--- config.mk ---
export PLATFORM = sky130hd
export DESIGN_NAME = ps2_keypad
export DESIGN_NICKNAME = d
export VERILOG_FILES = /design/src/rtl/ps2_pkg.sv /design/src/rtl/ps2_key_deb.sv /design/src/rtl/ps2_keypad.sv
export SDC_FILE = /design/constraint.sdc
export NUM_CORES = 1
export LEC_CHECK = 0
export CAP_MARGIN = 20
export CORE_MARGIN = 4
export CORE_UTILIZATION = 42
export CTS_CLUSTER_DIAMETER = 200
export DETAILED_ROUTE_END_ITERATION = 8
export MAX_ROUTING_LAYER = met4
export PLACE_DENSITY = 0.67
export SLEW_MARGIN = 40
export SYNTH_ARGS = -nofsm -noshare
export SYNTH_HDL_FRONTEND = slang
export SYNTH_HIERARCHICAL = 1
export SYNTH_SLANG_ARGS = --single-unit
--- constraint.sdc ---
create_clock -name clk -period 1.6 [get_ports clk]
set_input_delay 0.24 -clock clk [delete_from_list [all_inputs] [get_ports clk]]
set_output_delay 0.24 -clock clk [all_outputs]
set_load 0.01 [all_outputs]
--- src/rtl/ps2_pkg.sv ---
// ps2_pkg: constants shared by the PS/2 keypad block.
//   - Default 9-bit scan codes for the four arrow keys. Bit 8 flags an
//     E0-extended code.
//   - Direction indices, matching the default KEY_CODES ordering.
//   - dw_f(): width of the dir output for a given key count.
package ps2_pkg;

  localparam logic [8:0] KEY_UP    = 9'h175;
  localparam logic [8:0] KEY_DOWN  = 9'h172;
  localparam logic [8:0] KEY_LEFT  = 9'h16b;
  localparam logic [8:0] KEY_RIGHT = 9'h174;

  localparam int DIR_UP    = 0;
  localparam int DIR_DOWN  = 1;
  localparam int DIR_LEFT  = 2;
  localparam int DIR_RIGHT = 3;

  // The dir output is at least one bit wide.
  function automatic int dw_f(input int n);
    return (n <= 2) ? 1 : $clog2(n);
  endfunction

endpackage

--- src/rtl/ps2_key_deb.sv ---
// ps2_key_deb: tracks one key and debounces its held state.
// It latches make/break codes that match KEY_CODE into a raw state. The held
// state follows the raw state only after DEB_N consecutive disagreeing cycles.
// Ports:
//   clk, rst         clock; asynchronous active-low reset
//   code, code_vld   scan code and its one-cycle strobe
//   code_brk         release prefix flag for the current code
//   key_down         debounced held state (registered)
//   key_press        one-cycle pulse, registered with key_down rise
//   key_rel          one-cycle pulse, registered with key_down fall
//   press_nxt        combinational: a rise will be registered on this edge
module ps2_key_deb #(
  parameter logic [8:0] KEY_CODE = 9'h175,
  parameter int         DEB_N    = 2
) (
  input  logic       clk,
  input  logic       rst,
  input  logic [8:0] code,
  input  logic       code_vld,
  input  logic       code_brk,
  output logic       key_down,
  output logic       key_press,
  output logic       key_rel,
  output logic       press_nxt
);

  logic       raw_q, raw_d;
  logic       down_q, down_d;
  logic       press_q, press_d;
  logic       rel_q, rel_d;
  logic [7:0] cnt_q, cnt_d;

  always_comb begin
    raw_d = raw_q;
    if (code_vld && (code == KEY_CODE)) raw_d = ~code_brk;

    // The count reaches DEB_N-1 after the raw state has disagreed for DEB_N
    // cycles. The toggle is then registered on the DEB_N-th disagreeing edge.
    // That edge is DEB_N+1 edges after the strobe cycle.
    down_d = down_q;
    cnt_d  = '0;
    if (raw_q != down_q) begin
      if (cnt_q >= 8'(DEB_N - 1)) begin
        down_d = ~down_q;
      end else begin
        cnt_d = cnt_q + 8'd1;
      end
    end

    press_d = down_d & ~down_q;
    rel_d   = ~down_d & down_q;
  end

  always_ff @(posedge clk or negedge rst) begin
    if (!rst) begin
      raw_q   <= 1'b0;
      down_q  <= 1'b0;
      press_q <= 1'b0;
      rel_q   <= 1'b0;
      cnt_q   <= '0;
    end else begin
      raw_q   <= raw_d;
      down_q  <= down_d;
      press_q <= press_d;
      rel_q   <= rel_d;
      cnt_q   <= cnt_d;
    end
  end

  assign key_down  = down_q;
  assign key_press = press_q;
  assign key_rel   = rel_q;
  assign press_nxt = press_d;

endmodule

--- src/rtl/ps2_keypad.sv ---
// ps2_keypad: debounced multi-key tracker driven by decoded PS/2 scan codes.
// Each key tracks its own held state. dir holds the index of the most
// recently pressed key. dir_vld pulses on each new press. When REPEAT_CYC is
// non-zero, dir_vld also pulses every REPEAT_CYC cycles while the dir key is
// held.
// Ports:
//   clk, rst    clock; asynchronous active-low reset
//   code        9-bit scan code (bit 8 = E0 prefix)
//   code_vld    one-cycle strobe qualifying code/code_brk
//   code_brk    release (F0) prefix flag
//   key_down    debounced held state per key
//   key_press   one-cycle pulse per key on press
//   key_rel     one-cycle pulse per key on release
//   dir         index of the most recently pressed key
//   dir_vld     one-cycle pulse on a dir update or an auto-repeat
// Inputs follow strobe semantics. There is no back-pressure: the block
// consumes a code on every cycle in which code_vld is high.
module ps2_keypad import ps2_pkg::*; #(
  parameter int                  N_KEYS     = 4,
  parameter logic [N_KEYS*9-1:0] KEY_CODES  = {KEY_RIGHT, KEY_LEFT, KEY_DOWN, KEY_UP},
  parameter int                  DEB_N      = 2,
  parameter int                  REPEAT_CYC = 0,
  parameter int                  DIR_RST    = N_KEYS - 1,
  localparam int                 DW         = dw_f(N_KEYS)
) (
  input  logic              clk,
  input  logic              rst,
  input  logic [8:0]        code,
  input  logic              code_vld,
  input  logic              code_brk,
  output logic [N_KEYS-1:0] key_down,
  output logic [N_KEYS-1:0] key_press,
  output logic [N_KEYS-1:0] key_rel,
  output logic [DW-1:0]     dir,
  output logic              dir_vld
);

  localparam int RW = (REPEAT_CYC > 1) ? $clog2(REPEAT_CYC + 1) : 1;

  logic [N_KEYS-1:0] press_nxt;

  for (genvar i = 0; i < N_KEYS; i++) begin : g_key
    ps2_key_deb #(
      .KEY_CODE (KEY_CODES[i*9 +: 9]),
      .DEB_N    (DEB_N)
    ) u_deb (
      .clk       (clk),
      .rst       (rst),
      .code      (code),
      .code_vld  (code_vld),
      .code_brk  (code_brk),
      .key_down  (key_down[i]),
      .key_press (key_press[i]),
      .key_rel   (key_rel[i]),
      .press_nxt (press_nxt[i])
    );
  end

  logic [DW-1:0] dir_q, dir_d;
  logic          dir_vld_q, dir_vld_d;
  logic [RW-1:0] rep_q, rep_d;
  logic          upd;
  logic          held;
  logic          rep_pulse;

  always_comb begin
    // The loop runs from high index to low, so the lowest-index press wins.
    upd   = 1'b0;
    dir_d = dir_q;
    for (int i = N_KEYS - 1; i >= 0; i--) begin
      if (press_nxt[i]) begin
        upd   = 1'b1;
        dir_d = DW'(i);
      end
    end

    held = 1'b0;
    for (int i = 0; i < N_KEYS; i++) begin
      if (dir_q == DW'(i)) held = key_down[i];
    end

    // A dir update restarts the repeat period. The update then supplies the
    // only dir_vld pulse for that cycle. The count never exceeds
    // REPEAT_CYC-1, so it cannot wrap.
    rep_d     = '0;
    rep_pulse = 1'b0;
    if ((REPEAT_CYC != 0) && !upd && held) begin
      if (rep_q >= RW'(REPEAT_CYC - 1)) begin
        rep_pulse = 1'b1;
      end else begin
        rep_d = rep_q + 1'b1;
      end
    end

    dir_vld_d = upd | rep_pulse;
  end

  always_ff @(posedge clk or negedge rst) begin
    if (!rst) begin
      dir_q     <= DW'(DIR_RST);
      dir_vld_q <= 1'b0;
      rep_q     <= '0;
    end else begin
      dir_q     <= dir_d;
      dir_vld_q <= dir_vld_d;
      rep_q     <= rep_d;
    end
  end

  assign dir     = dir_q;
  assign dir_vld = dir_vld_q;

endmodule
; ---- Yosys cells after proc, flatten, opt, wreduce, memory -nomap -nowiden
; Cells that the tools add are included.
[word_totals]
reg_bits = 51
latch_bits = 0
ramBits = 0
mem_bits_ro = 0
inputBits = 13
output_inout_bits = 15
word_cells = 84
memories = 0
[op_classes]
n_addsub = 4
n_mul = 0
div = 0
magnitude_cmp = 4
eq_ne = 8
shift = 0
mux = 24
n_bitwise = 17
reduce_logical = 5
[op_table]
columns = cell, n
row1 = $mux 8, 8
row2 = $eq 9x9->1 const B, 4
row3 = $add 8x1->8 const B, 4
row4 = $ge 8x1->1 const B, 4
row5 = $mux 1, 12
row6 = $not 1->1, 9
row7 = $and 1x1->1, 8
row8 = $mux 2, 4
row9 = $logic_and 1x1->1, 4
row10 = $ne 1x1->1, 4
row11 = $reduce_bool 4->1, 1

; ---- Longest topological paths before layout
; Gate-level depths: netlist of run 1.
[depth]
ltp_word = 8
depth_mapped = 7
depth_no_buf = 7

; ---- By module
; The synthesis of run 1 kept the hierarchy.
[modules_own_cells]
columns = mod, instances, cells_per_inst, area_each_um2, seq_area_each_um2
row1 = ps2_key_deb at g_key[0].u_deb ..., 2, 36, 501.7, 300.3
row2 = ps2_key_deb at g_key[1].u_deb ..., 2, 36, 500.5, 300.3
row3 = ps2_keypad, 1, 9, 111.4, 77.6

; ---- Least setup slack after synthesis of run 1
; No wires, ideal clock.
[synth_path]
path_type = flip-flop to flip-flop
start = register g_key[0].u_deb.cnt_q[0]
end = register dir_vld_q (netlist: dir_vld)
setup_ns = 0.139
arrival_time_ns = 1.607
required_time_ns = 1.461
setup_slack_ns = -0.146
path_stages_with_launch = 6
path_buffers = 0
path_cell_list = dfrtp_1 > ha_1 > nor4b_4 > and2_4 > nor3_1 > or4_1
[synth_between]
elab_chain_len = 5
[synth_rtl]
columns = item, line
row1 = from (decl), ps2_key_deb.sv:31  ; logic [7:0] cnt_q, cnt_d;
row2 = from (signal assigned), ps2_key_deb.sv:66  ; cnt_q <= cnt_d;
row3 = $ge 8x1->1, ps2_key_deb.sv:43  ; if (cnt_q >= 8'(DEB_N - 1)) begin
row4 = $mux 1, ps2_key_deb.sv:43
row5 = $mux 1, ps2_key_deb.sv:42  ; if (raw_q != down_q) begin
row6 = $and 1x1->1, ps2_key_deb.sv:50  ; press_d = down_d & ~down_q;
row7 = named net press_nxt[0], ps2_keypad.sv:40  ; logic [N_KEYS-1:0] press_nxt;
row8 = $mux 1, ps2_keypad.sv:71  ; if (press_nxt[i]) begin
row9 = named net dir_vld_d, ps2_keypad.sv:60  ; logic dir_vld_q, dir_vld_d;
row10 = to (signal assigned), ps2_keypad.sv:105  ; dir_vld_q <= dir_vld_d;
row11 = to (decl), ps2_keypad.sv:60
; The timed path passes the listed nets, and every way through them passes these cells.
; A chain may end at the register's enable or synchronous reset.

; ---- Worst setup path after layout of run 1
[layout_path]
start = register g_key[1].u_deb.cnt_q[1]
end = register dir_vld_q (netlist: dir_vld)
[layout_between]
elab_chain_len = 6
[layout_rtl]
columns = item, line
row1 = from (decl), ps2_key_deb.sv:31
row2 = from (signal assigned), ps2_key_deb.sv:66
row3 = $ge 8x1->1, ps2_key_deb.sv:43
row4 = $mux 1, ps2_key_deb.sv:43
row5 = $mux 1, ps2_key_deb.sv:42
row6 = $and 1x1->1, ps2_key_deb.sv:50
row7 = named net press_nxt[1], ps2_keypad.sv:40
row8 = $mux 1 (2 in a row), ps2_keypad.sv:71
row9 = named net dir_vld_d, ps2_keypad.sv:60
; The timed path passes the listed nets, and every way through them passes these cells.

==> results.tsv, run 1 <==
metric	value	unit
grt_remaining_overflow	0	
max_stage_delay	0.53	ns
antenna_found_initial	0	
grt_pass1_vias	1507	
critical_path.max_fanout	3	
hold_slack	0.4149	ns
placed_cells	280	
clk_path_buf_depth	2	
setup_viol	2	
clockRootBuffer	clkbuf_8	
cellLeakagePower	1.386	nW
timing.fmax	562.2	MHz
grt_pass1_wl	6727	µm
htree_levels	2	
drc_errors	0	
worst_ep_arrival_time	1.95	ns
yosys_warnings	6	
core-area	4786	µm²
yosys_register_bits	51	
drt_iter0_drc	41	
synth_top_area_share	57.95	%
min_path_type	in -> async	
io_buffers	27	
maxCapViolations	0	
cp_top_family	simple AND/OR/NAND/NOR gates	
start_kind	register	
worstPathRequired	1.77	ns
fp-row-count	25	
synth_top_family_by_area	simple AND/OR/NAND/NOR gates	
postSynthCellCount	153	
dieArea	6237	µm²
outcome	finished with violations	
grt_util_all_layers	14.30	%
syn_area_per_cell	13.83	µm²
post_drt_wl_per_cell	13.02	µm
crit_buf_inv	1	
routed_via_density	4.588	
period_minus_slack	1.779	ns
clk_latency	0.30	ns
final_nets	258	
syn-cell-area	2116	µm²
die_x	78.98	µm
final_cell_mix	dfrtp_1 (47), buf_4 (27), clkdlybuf4s50_1 (24), conb_1 (20), inv_1 (9)	
synthSimpleGateAreaFrac	22.71	%
synth_xor_xnor_area_share	3.312	%
yosys.cell_types.count	24	
cts_num_sinks	51	
finalPower	0.002466	W
p_per_area	844.1	nW/µm²
n_antenna_cell	0	
grt_max_degree	34	
postRouteWirelength	3919	µm
fin_ws	-0.1786	ns
grt_setup_unrepaired	true	
slowest_stage	or4_1	
stdcell_count	301	
endpoint_kind	register	
finalCritPeriodShare	111.2	%
cts_buffers	5	
slew_violations	0	
area_growth	38.08	%
synth_compound_area_share	1.538	%
path_cells	inv_2 -> ha_2 -> nor4b_4 -> and2_4 -> nor3_2 -> or4_1	
synth_area_leaders	dfrtp_1 (58%), ha_1 (7.1%), nor4b_4 (4.5%)	
ant_nets	0	
hold_violations	0	
ios	28	
drive_gt1_share	28.63	%
initial_core_util	44.21	%
yosysSeqAreaShare	60.44	%
path_class	reg -> reg	
clkTransAtPathRegs	0.08	ns
die_y	78.98	µm
gp_congestion	0.7862	
synth_mux_area_share	1.892	%
peakVddDrop	0.4592	mV
synthAdderAreaFrac	7.096	%
hpwl	2891	µm
cts_tree	yes	
drtPass1Iterations	4	
final_common_cell	dfrtp_1	
vias	1381	
violations	negative setup slack	
yosysTopAreaCell	dfrtp_1	
finClkSkew	0.002685	ns
==> cells by family (layout without fill, tap and decap cells) <==
logic type | Yosys count | count (layout)
other | 4 | 20
AO/OA/AOI/OAI | 6 | 6
buffers and inverters | 13 | 78
AND/OR/NAND/NOR | 55 | 55
XOR/XNOR | 8 | 8
flip-flops | 51 | 51
multiplexers | 4 | 4
adder cells (fa/ha/maj) | 12 | 12
==> final timing paths <==
kind,startpoint,end,slack [ns],cells past startpoint
worst min register to register,g_key[2].u_deb/raw_q$_DFFE_PN0P_,g_key[2].u_deb/key_rel$_DFF_PN0_,0.49,1
min in group clk,g_key[2].u_deb/raw_q$_DFFE_PN0P_,g_key[2].u_deb/key_rel$_DFF_PN0_,0.49,1
worst max-delay path,g_key[1].u_deb/cnt_q[1]$_DFF_PN0_,dir_vld$_DFF_PN0_,-0.18,6
max in group asynchronous,rst,dir[0]$_DFFE_PN1P_,0.60,3
worst min-delay path,rst,g_key[0].u_deb/cnt_q[2]$_DFF_PN0_,0.41,2
worst max register to register,g_key[1].u_deb/cnt_q[1]$_DFF_PN0_,dir_vld$_DFF_PN0_,-0.18,6
==> power by group <==
part	total, W	switching, W	internal (W)	leakage (nW)
Combinational	0.000270	0.000121	0.000150	0.718
Clock	0.000784	0.000389	0.000395	0.0515
Sequential	0.00141	0.0000485	0.00136	0.617
==> cell type report <==
| cell class | instances | area [µm²] |
|---|---|---|
| well taps | 67 | 83.83 |
| clock buffers | 8 | 100.1 |
| flip-flops and latches | 51 | 1281 |
| multi-input cells | 105 | 900.9 |
| inverters | 13 | 48.80 |
| repair buffers | 57 | 506.7 |
| fillers | 369 | 1864 |
==> state kept, by name, indices dropped and copies added (netlist names) <==
| register | flops |
|---|---|
| g_key.u_deb/cnt_q | 32 |
| dir | 2 |
| g_key.u_deb/key_rel | 4 |
| dir_vld | 1 |
| g_key.u_deb/key_down | 4 |
| g_key.u_deb/key_press | 4 |
| g_key.u_deb/raw_q | 4 |
==> timing repair <==
item,4_1_cts,5_1_grt
setup buffers,6,6
pin swaps,5,5
setup endpoints to repair,5,6
resized for setup,5,12
endpoints found under the hold margin,18,0
hold buffers,1,0
==> synth_stat cells <==
cell type	instances
nor3_1	6
nor4b_4	4
o21bai_1	1
and4b_1	4
nor4b_1	2
nor3b_1	4
o21ai_1	4
xor2_1	4
mux2i_1	4
and3_1	4
nor4_4	4
or4_1	1
dfstp_2	2
nor4bb_1	2
conb_1	4
a21oi_1	1
dfrtp_1	49
nor2_1	8
nand4_1	4
inv_1	13
ha_1	12
nand3_1	8
and2_4	4
xnor2_1	4
==> through the flow <==
step	TNS, ns	worst slack [ns]	instance area [µm²]	utilization, %
after floorplan	-0.1112	-0.1112	2188	-
after global placement	-0.08744	-0.08744	2678	55.95
after detailed placement	-0.2771	-0.1825	2678	55.95
after CTS	-0.2076	-0.1667	2843	59.40
after global routing	-0.4169	-0.2119	2922	61.05
final	-0.2203	-0.1786	2922	61.05
==> per-layer routing <==
| layer | wire length, µm | share of wire, % | global-route usage (%) |
|---|---|---|---|
| met1 | 1574 | 40 | 15.52 |
| met2 | 2085 | 53 | 24.75 |
| met3 | 180 | 4.6 | 3.741 |
| met4 | 78 | 2.0 | 6.186 |
| met5 | 0 | 0 | - |
No activity file was read; power rests on OpenSTA's default activity.
==> run 2, diff against run 1 <==
--- a/config.mk
+++ b/config.mk
@@ -11,7 +11,8 @@
 export CTS_CLUSTER_DIAMETER = 200
 export DETAILED_ROUTE_END_ITERATION = 8
 export MAX_ROUTING_LAYER = met4
-export PLACE_DENSITY = 0.67
+export PLACE_DENSITY = 0.65
+export SKIP_CTS_REPAIR_TIMING = 1
 export SLEW_MARGIN = 40
 export SYNTH_ARGS = -nofsm -noshare
 export SYNTH_HDL_FRONTEND = slang
==> constraint.sdc (replaced) <==
create_clock -name clk -period 2 [get_ports clk]
set_input_delay 0.3 -clock clk [delete_from_list [all_inputs] [get_ports clk]]
set_output_delay 0.3 -clock clk [all_outputs]
set_load 0.01 [all_outputs]
==> results.tsv, run 2 (synthesized netlist as in run 1, its figures left out) <==
metric	value	unit	change
outcome	finished clean		was finished with violations
fp-row-count	25		unchanged
worstPathRequired	2.17	ns	was 1.77 ns
die_y	78.98	µm	unchanged
path_cells	ha_2 -> nor4b_4 -> and2_4 -> nor3_1 -> or4_1		was inv_2 -> ha_2 -> nor4b_4 -> and2_4 -> nor3_2 -> or4_1
largest_reg_flops	32		unchanged
setup_viol	0		was 2
n_antenna_cell	0		unchanged
grt_util_all_layers	13.02	%	was 14.30%
cellLeakagePower	1.256	nW	was 1.386 nW
postRouteWirelength	3504	µm	was 3919 µm
routed_via_density	4.576		was 4.588
clkTransAtPathRegs	0.09	ns	was 0.08 ns
grt_pass1_wl	6051	µm	was 6727 µm
cts_tree	yes		unchanged
grt_pass1_vias	1323		was 1507
fillCellCount	400		was 369
final_nets	235		was 258
die_x	78.98	µm	unchanged
core-area	4786	µm²	unchanged
slowest_stage	or4_1		unchanged
finClkSkew	0.003979	ns	was 0.002685 ns
cts_buffers	5		unchanged
top_register	g_key.u_deb/cnt_q		unchanged
cts_num_sinks	51		unchanged
grtUsageMet3	3.741	%	unchanged
post_drt_wl_per_cell	12.60	µm	was 13.02 µm
globalRouteMet2Util	20.79	%	was 24.75%
final_common_cell	dfrtp_1		unchanged
period_minus_slack	1.896	ns	was 1.779 ns
grt_remaining_overflow	0		unchanged
ant_nets	0		unchanged
clk_latency	0.30	ns	about the same
start_kind	register		unchanged
clockRootBuffer	clkbuf_8		unchanged
finalCritPeriodShare	94.78	%	was 111.2%
area_growth	27.62	%	was 38.08%
grt-busiest-layer	met2		unchanged
drive_gt1_share	14.22	%	was 28.63%
path_class	reg -> reg		unchanged
setup_tns	0	ns	was -0.2203 ns
grt_max_degree	20		was 34
maxCapViolations	0		unchanged
drt_iter0_drc	68		was 41
initial_core_util	44.21	%	unchanged
max_stage_delay	0.53	ns	about the same
timing.fmax	527.5	MHz	was 562.2 MHz
r2r_setup_slack	0.10	ns	was -0.18 ns
hpwl	2659	µm	was 2891 µm
endpoint_kind	register		unchanged
final_core_util	56.42	%	was 61.05%
antenna_found_initial	0		unchanged
vias	1272		was 1381
dieArea	6237	µm²	unchanged
ios	28		unchanged
drc_errors	0		unchanged
gp_congestion	0.8802		was 0.7862
io_buffers	27		unchanged
hold_slack	0.4569	ns	was 0.4149 ns
drtPass1Iterations	4		unchanged
clk_path_buf_depth	2		unchanged
min_path_type	in -> async		unchanged
slew_violations	0		unchanged
htree_levels	2		unchanged
peakVddDrop	0.3750	mV	was 0.4592 mV
p_per_area	756.0	nW/µm²	was 844.1 nW/µm²
critical_path.max_fanout	4		was 3
worst_ep_arrival_time	2.07	ns	was 1.95 ns
hold_violations	0		unchanged
final_cell_mix	dfrtp_1 (49), clkdlybuf4s50_1 (26), conb_1 (20), inv_1 (13), ha_1 (11)		was dfrtp_1 (47), buf_4 (27), clkdlybuf4s50_1 (24), conb_1 (20), inv_1 (9)
grtUsageMet1	15.65	%	was 15.52%
[run 2: cell types whose count changed in the layout (fill, tap and decap cells not counted), moves of 4 or more]
cell / change
nor3_2: -4
buf_4: -21
inv_2: -4
nor3_1: +6
inv_1: +4
[run 2: worst paths after layout]
check / from / to / depth (start not counted)
max in group asynchronous: rst / dir[0]$_DFFE_PN1P_ / 3
hold / removal: rst / g_key[1].u_deb/raw_q$_DFFE_PN0P_ / 2
setup / recovery: g_key[0].u_deb/cnt_q[0]$_DFF_PN0_ / dir_vld$_DFF_PN0_ / 5
min in group clk: g_key[1].u_deb/raw_q$_DFFE_PN0P_ / g_key[1].u_deb/key_rel$_DFF_PN0_ / 1
hold reg to reg: g_key[1].u_deb/raw_q$_DFFE_PN0P_ / g_key[1].u_deb/key_rel$_DFF_PN0_ / 1
setup reg to reg: g_key[0].u_deb/cnt_q[0]$_DFF_PN0_ / dir_vld$_DFF_PN0_ / 5
[run 2: area by class of cell]
class                   count  area, µm²  share of cell area, %
clock buffers               6      82.58                  3.058
inverters                  13      48.80                  1.807
flip-flops and latches     51       1279                  47.36
multi-input cells         105      850.8                  31.51
clock inverters             2      35.03                  1.297
repair buffers             34      320.3                  11.86
well taps                  67      83.83                  3.105
[run 2: worst max-delay path: cells and delay by family, from the launching register on]
kind,cells,cell delay [ns]
adder cells (fa/ha/maj),1,0.22
AND/OR/NAND/NOR,4,1.14
flip-flops,1,0.42
[run 2: through the flow]
stage / setup WS (ns) / instances / area (µm²) / total power, W
floorplan: 0.2545 / 169 / 2176 / 0.001215
global placement: 0.2226 / 265 / 2540 / 0.001331
detailed placement: 0.1005 / 265 / 2540 / 0.001341
CTS: 0.09081 / 273 / 2658 / 0.002069
global route: -0.01591 / 278 / 2700 / 0.002133
finish: 0.1044 / 278 / 2700 / 0.002041
[run 2: per-layer routing]
metal | share of wire [%] | vias to the layer above
met4 | 1.8 | 0
met1 | 43 | 620
met2 | 50 | 27
met5 | 0 | -
li1 | - | 619
met3 | 4.5 | 6
[run 2: power breakdown]
part	switching [W]	internal (W)
Combinational	0.0000875	0.000104
Clock	0.000319	0.000405
Sequential	0.0000358	0.00109
Total	0.000442	0.00160
==> run 3, diff against run 2 <==
--- a/config.mk
+++ b/config.mk
@@ -11,7 +11,7 @@
 export CTS_CLUSTER_DIAMETER = 200
 export DETAILED_ROUTE_END_ITERATION = 8
 export MAX_ROUTING_LAYER = met4
-export PLACE_DENSITY = 0.65
+export PLACE_DENSITY = 0.67
 export SKIP_CTS_REPAIR_TIMING = 1
 export SLEW_MARGIN = 40
 export SYNTH_ARGS = -nofsm -noshare
==> constraint.sdc (replaced) <==
create_clock -name clk -period 1.9 [get_ports clk]
set_input_delay 0.285 -clock clk [delete_from_list [all_inputs] [get_ports clk]]
set_output_delay 0.285 -clock clk [all_outputs]
set_load 0.01 [all_outputs]
==> results.tsv, run 3 (synthesized netlist as in run 1, its figures left out) <==
metric	value	unit	change
grt_max_degree	25		was 20
endpoint_kind	register		unchanged
dieArea	6237	µm²	unchanged
io_buffers	27		unchanged
drt_iter0_drc	82		was 68
min_path_type	reg -> reg		was in -> async
fp-row-count	25		unchanged
setup.worst_path.end	dir_vld$_DFF_PN0_		unchanged
clockRootBuffer	clkbuf_8		unchanged
outcome	finished clean		unchanged
reg2reg_depth	6		was 5
initial_core_util	44.21	%	unchanged
period_minus_slack	1.832	ns	was 1.896 ns
finalCritPeriodShare	96.44	%	was 94.78%
final_cell_mix	dfrtp_1 (49), clkdlybuf4s50_1 (26), conb_1 (20), inv_1 (13), buf_4 (10)		was dfrtp_1 (49), clkdlybuf4s50_1 (26), conb_1 (20), inv_1 (13), ha_1 (11)
p_int	0.001518	W	was 0.001599 W
grt_util_all_layers	13.13	%	was 13.02%
finClkSkew	0.006649	ns	was 0.003979 ns
clkTransAtPathRegs	0.09	ns	about the same
cts_tree	yes		unchanged
antenna_found_initial	0		unchanged
n_antenna_cell	0		unchanged
core-area	4786	µm²	unchanged
grt_remaining_overflow	0		unchanged
setup_tns	0	ns	unchanged
worst_ep_arrival_time	2.01	ns	was 2.07 ns
peakVddDrop	0.3470	mV	was 0.3750 mV
p_per_area	731.2	nW/µm²	was 756.0 nW/µm²
clock_power_share	29.8	%	was 35.4%
timing.fmax	545.7	MHz	was 527.5 MHz
reg2reg_to	dir_vld$_DFF_PN0_		unchanged
finalPower	0.001983	W	was 0.002041 W
setup_viol	0		unchanged
post_drt_wl_per_cell	12.62	µm	was 12.60 µm
grt_pass1_wl	6085	µm	was 6051 µm
start_kind	register		unchanged
power.switching_fraction	23.44	%	was 21.66%
power.net_switching	0.0004650	W	was 0.0004421 W
cp-startpoint	g_key[1].u_deb/cnt_q[1]$_DFF_PN0_		was g_key[0].u_deb/cnt_q[0]$_DFF_PN0_
routed_via_density	4.528		was 4.576
cellLeakagePower	1.257	nW	was 1.256 nW
slew_violations	0		unchanged
cts_num_sinks	51		unchanged
ant_nets	0		unchanged
final_core_util	56.68	%	was 56.42%
gp_congestion	0.7174		was 0.8802
path_class	reg -> reg		unchanged
p_comb_share	10.4	%	was 9.4%
maxCapViolations	0		unchanged
worst_slew_pin_slew	0.5351	ns	
final_nets	239		was 235
final_common_cell	dfrtp_1		unchanged
die_x	78.98	µm	unchanged
r2r_setup_slack	0.07	ns	was 0.10 ns
power_frac_seq	59.7	%	was 55.2%
drtPass1Iterations	4		unchanged
clk_latency	0.30	ns	about the same
largest_reg_flops	32		unchanged
max_slew_margin	64.33	%	
fin_ws	0.06758	ns	was 0.1044 ns
clk_path_buf_depth	2		unchanged
drc_errors	0		unchanged
dp_slack	0.03732	ns	was 0.1005 ns
top_register	g_key.u_deb/cnt_q		unchanged
ios	28		unchanged
r2r-start	g_key[1].u_deb/cnt_q[1]$_DFF_PN0_		was g_key[0].u_deb/cnt_q[0]$_DFF_PN0_
hold_violations	0		unchanged
die_y	78.98	µm	unchanged
grt_pass1_vias	1353		was 1323
htree_levels	2		unchanged
worstPathRequired	2.08	ns	was 2.17 ns
critical_path.max_fanout	4		unchanged
vias	1277		was 1272
area_growth	28.21	%	was 27.62%
postRouteWirelength	3559	µm	was 3504 µm
drive_gt1_share	17.21	%	was 14.22%
hpwl	2787	µm	was 2659 µm
cts_buffers	5		unchanged
==> run 3: worst min path at each step <==
stage	slack (ns)	startpoint	depth (start not counted)	endpoint
finish	0.49	g_key[3].u_deb/raw_q$_DFFE_PN0P_	1	g_key[3].u_deb/key_rel$_DFF_PN0_
global route	0.52	g_key[3].u_deb/raw_q$_DFFE_PN0P_	1	g_key[3].u_deb/key_rel$_DFF_PN0_
CTS	-0.03	rst	1	g_key[0].u_deb/raw_q$_DFFE_PN0P_
detailed placement	0.29	rst	1	g_key[1].u_deb/cnt_q[3]$_DFF_PN0_
global placement	0.30	rst	1	g_key[1].u_deb/cnt_q[3]$_DFF_PN0_
floorplan	-0.01	rst	0	dir_vld$_DFF_PN0_
==> run 3: metal layers <==
metal / track usage [%] / up-vias / routed length (µm)
met5: - / - / 0
met4: 4.639 / 0 / 55
met3: 4.649 / 5 / 202
met2: 21.63 / 23 / 1867
met1: 14.86 / 625 / 1433
li1: - / 624 / -
==> run 3: layout make-up <==
class                      count  area [µm²]
inverter                      13       48.80
sequential                    51        1279
clock buffer                   6       72.57
multi-input combinational    105       865.8
timing repair buffer          38       350.3
tap                           67       83.83
clock inverter                 2       12.51
fill                         400        2073
==> run 3: critical path, cell delays in order (launching register included) <==
cell	delay [ns]
dfrtp_1	0.36
inv_1	0.06
ha_2	0.20
nor4b_4	0.32
and2_4	0.21
nor3_2	0.06
or4_1	0.51
==> run 3: power by group through the flow <==
| stage | clock [W] | sequential (W) | combinational (W) |
|---|---|---|---|
| floorplan | 0 | 0.00122 | 0.0000630 |
| global placement | 0 | 0.00120 | 0.000197 |
| detailed placement | 0 | 0.00121 | 0.000203 |
| CTS | 0.000619 | 0.00119 | 0.000204 |
| global route | 0.000656 | 0.00119 | 0.000229 |
| finish | 0.000592 | 0.00118 | 0.000207 |
==> run 3: stage by stage <==
step | hold WS, ns | cell area, µm² | cells
detailed placement | 0.2946 | 2547 | 266
CTS | -0.03323 | 2633 | 274
global placement | 0.2954 | 2547 | 266
finish | 0.4886 | 2713 | 282
floorplan | -0.01059 | 2176 | 169
global route | 0.5214 | 2713 | 282
==> RTL change: new RTL, flow settings as in run 1 <==
`N_KEYS`: 4 -> 8.
--- a/src/rtl/ps2_keypad.sv
+++ b/src/rtl/ps2_keypad.sv
@@ -17,5 +17,5 @@
 // consumes a code on every cycle in which code_vld is high.
 module ps2_keypad import ps2_pkg::*; #(
-  parameter int                  N_KEYS     = 4,
+  parameter int                  N_KEYS     = 8,
   parameter logic [N_KEYS*9-1:0] KEY_CODES  = {KEY_RIGHT, KEY_LEFT, KEY_DOWN, KEY_UP},
   parameter int                  DEB_N      = 2,
Interface: changed (resized dir, key_down, key_press and key_rel); port bits go from 28 to 41. The function was not compared with the original's and may differ.
==> RTL change against run 1 <==
The flow still finishes with violations (negative setup slack). Area after synthesis is 97% higher. Setup slack got worse by 0.026 ns. Sequential cell count rose by 49. Design area is 99% higher. Routed wire length increased by 100%. Power grew 100%. Critical path type unchanged. Critical endpoint is now dir[0]$_DFFE_PN1P_. Highest routed layer unchanged.
==> RTL change: results (changes against run 1) <==
Setup TNS Final -0.540 ns (was -0.220 ns); post-synthesis area per instance 13.7 µm² (was 13.8 µm²); final worst setup slack -0.205 ns (was -0.179 ns); PostCTS Resize Cnt 35 (was 5); drt first pass iters 5 (was 4); pre-CTS WS -0.257 ns (was -0.182 ns); slowest CP cell dfrtp_1 (was or4_1); dpl cells 561 (was 280); vias in the first global route 2907 (was 1507); synth top area cells dfrtp_1, ha_1, nor4_4, nor4b_4, nor3b_1 (was dfrtp_1, ha_1, nor4b_4, nor4_4, dfstp_2); unique cell type count in the Yosys netlist 35 (was 24); first-pass GRT wire length 13.8 mm (was 6.73 mm); Iter 0 DRT Violations 62 (was 41); failing checks negative setup slack (unchanged); area post-placement 5300 µm² (was 2680 µm²); Synth Area in XOR/XNOR 3.37% (was 3.31%); CTS H-tree depth 3 (was 2); PortBufs 40 (was 27); final setup fails 5 (was 2); adder-cell share of the synthesized area 7.22% (was 7.10%); fin nets 493 (was 258); Pint 3830 µW (was 1910 µW); post-synthesis sequential area ratio 60.2% (was 60.4%); CP arrival 2.09 ns (was 1.95 ns); post-route insts no fill 594 (was 301); Max Clock Skew 0.0131 ns (was 0.00269 ns); share of cells above drive strength 1 33.6% (was 28.6%); gpl congestion 0.766 (was 0.786); DR WL/cell 13.4 µm (was 13.0 µm); Via density 4.57 (was 4.59); Synth Area in Compound Gates 2.80% (was 1.54%); pin count of the biggest net entering global routing 45 (was 34); DP Wirelength 5.63 mm (was 2.89 mm); VDD IR max 0.000463 V (was 0.000459 V); Synth top cells by count dfrtp_1, ha_1, inv_1, nor2_1 (was dfrtp_1, inv_1, ha_1); number of flip-flops in the largest register 64 (was 32); outcome complete, but fails checks (unchanged); Clock Latency Late Sink 0.36 ns (was 0.30 ns); post-synthesis mux area share 2.41% (was 1.89%); P_leak 0.00276 µW (was 0.00139 µW); Fill cells 802 (was 369); CP peak stage delay 0.41 ns (was 0.53 ns); HP Class in2async (unchanged); critical path's top delay family simple AND/OR/NAND/NOR gates (unchanged); CTS Buf Count 9 (was 5); post-CTS setup repair buffer count 16 (was 6)
==> RTL change: layout make-up <==
class                           count  area (µm²)  share of cell area (%)
Clock buffer                       13         169                    2.91
Clock inverter                      3        43.8                   0.753
Inverter                           22        82.6                    1.42
Multi-Input combinational cell    213        1870                    32.2
Sequential cell                   100        2510                    43.2
Tap cell                          133         166                    2.86
Timing Repair Buffer              110         966                    16.6
==> RTL change: power by group through the flow <==
| stage | combinational, µW | sequential [µW] | clock, µW |
|---|---|---|---|
| detailed placement | 539 | 2810 | 0 |
| global route | 628 | 2780 | 1840 |
| global placement | 527 | 2810 | 0 |
| floorplan | 175 | 2820 | 0 |
| finish | 569 | 2760 | 1680 |
| CTS | 565 | 2760 | 1730 |
==> RTL change: final timing paths <==
| kind | start | to | slack, ns | depth (start not counted) |
|---|---|---|---|---|
| max in group asynchronous | rst | dir[0]$_DFFE_PN1P_ | 0.78 | 3 |
| hold reg to reg | g_key[3].u_deb/raw_q$_DFFE_PN0P_ | g_key[3].u_deb/key_rel$_DFF_PN0_ | 0.47 | 1 |
| setup / recovery | g_key[7].u_deb/cnt_q[0]$_DFF_PN0_ | dir[0]$_DFFE_PN1P_ | -0.20 | 8 |
| hold / removal | rst | g_key[6].u_deb/cnt_q[2]$_DFF_PN0_ | 0.28 | 2 |
| min in group clk | g_key[3].u_deb/raw_q$_DFFE_PN0P_ | g_key[3].u_deb/key_rel$_DFF_PN0_ | 0.47 | 1 |
| setup reg to reg | g_key[7].u_deb/cnt_q[0]$_DFF_PN0_ | dir[0]$_DFFE_PN1P_ | -0.20 | 8 |
==> RTL change: routing by layer <==
metal / wire length (µm) / part of all wire [%] / global-route usage (%)
met1: 3620 / 45 / 20.6
met2: 3930 / 49 / 25.1
met3: 271 / 3.4 / 2.76
met4: 155 / 1.9 / 6.31
met5: 0 / 0 / -
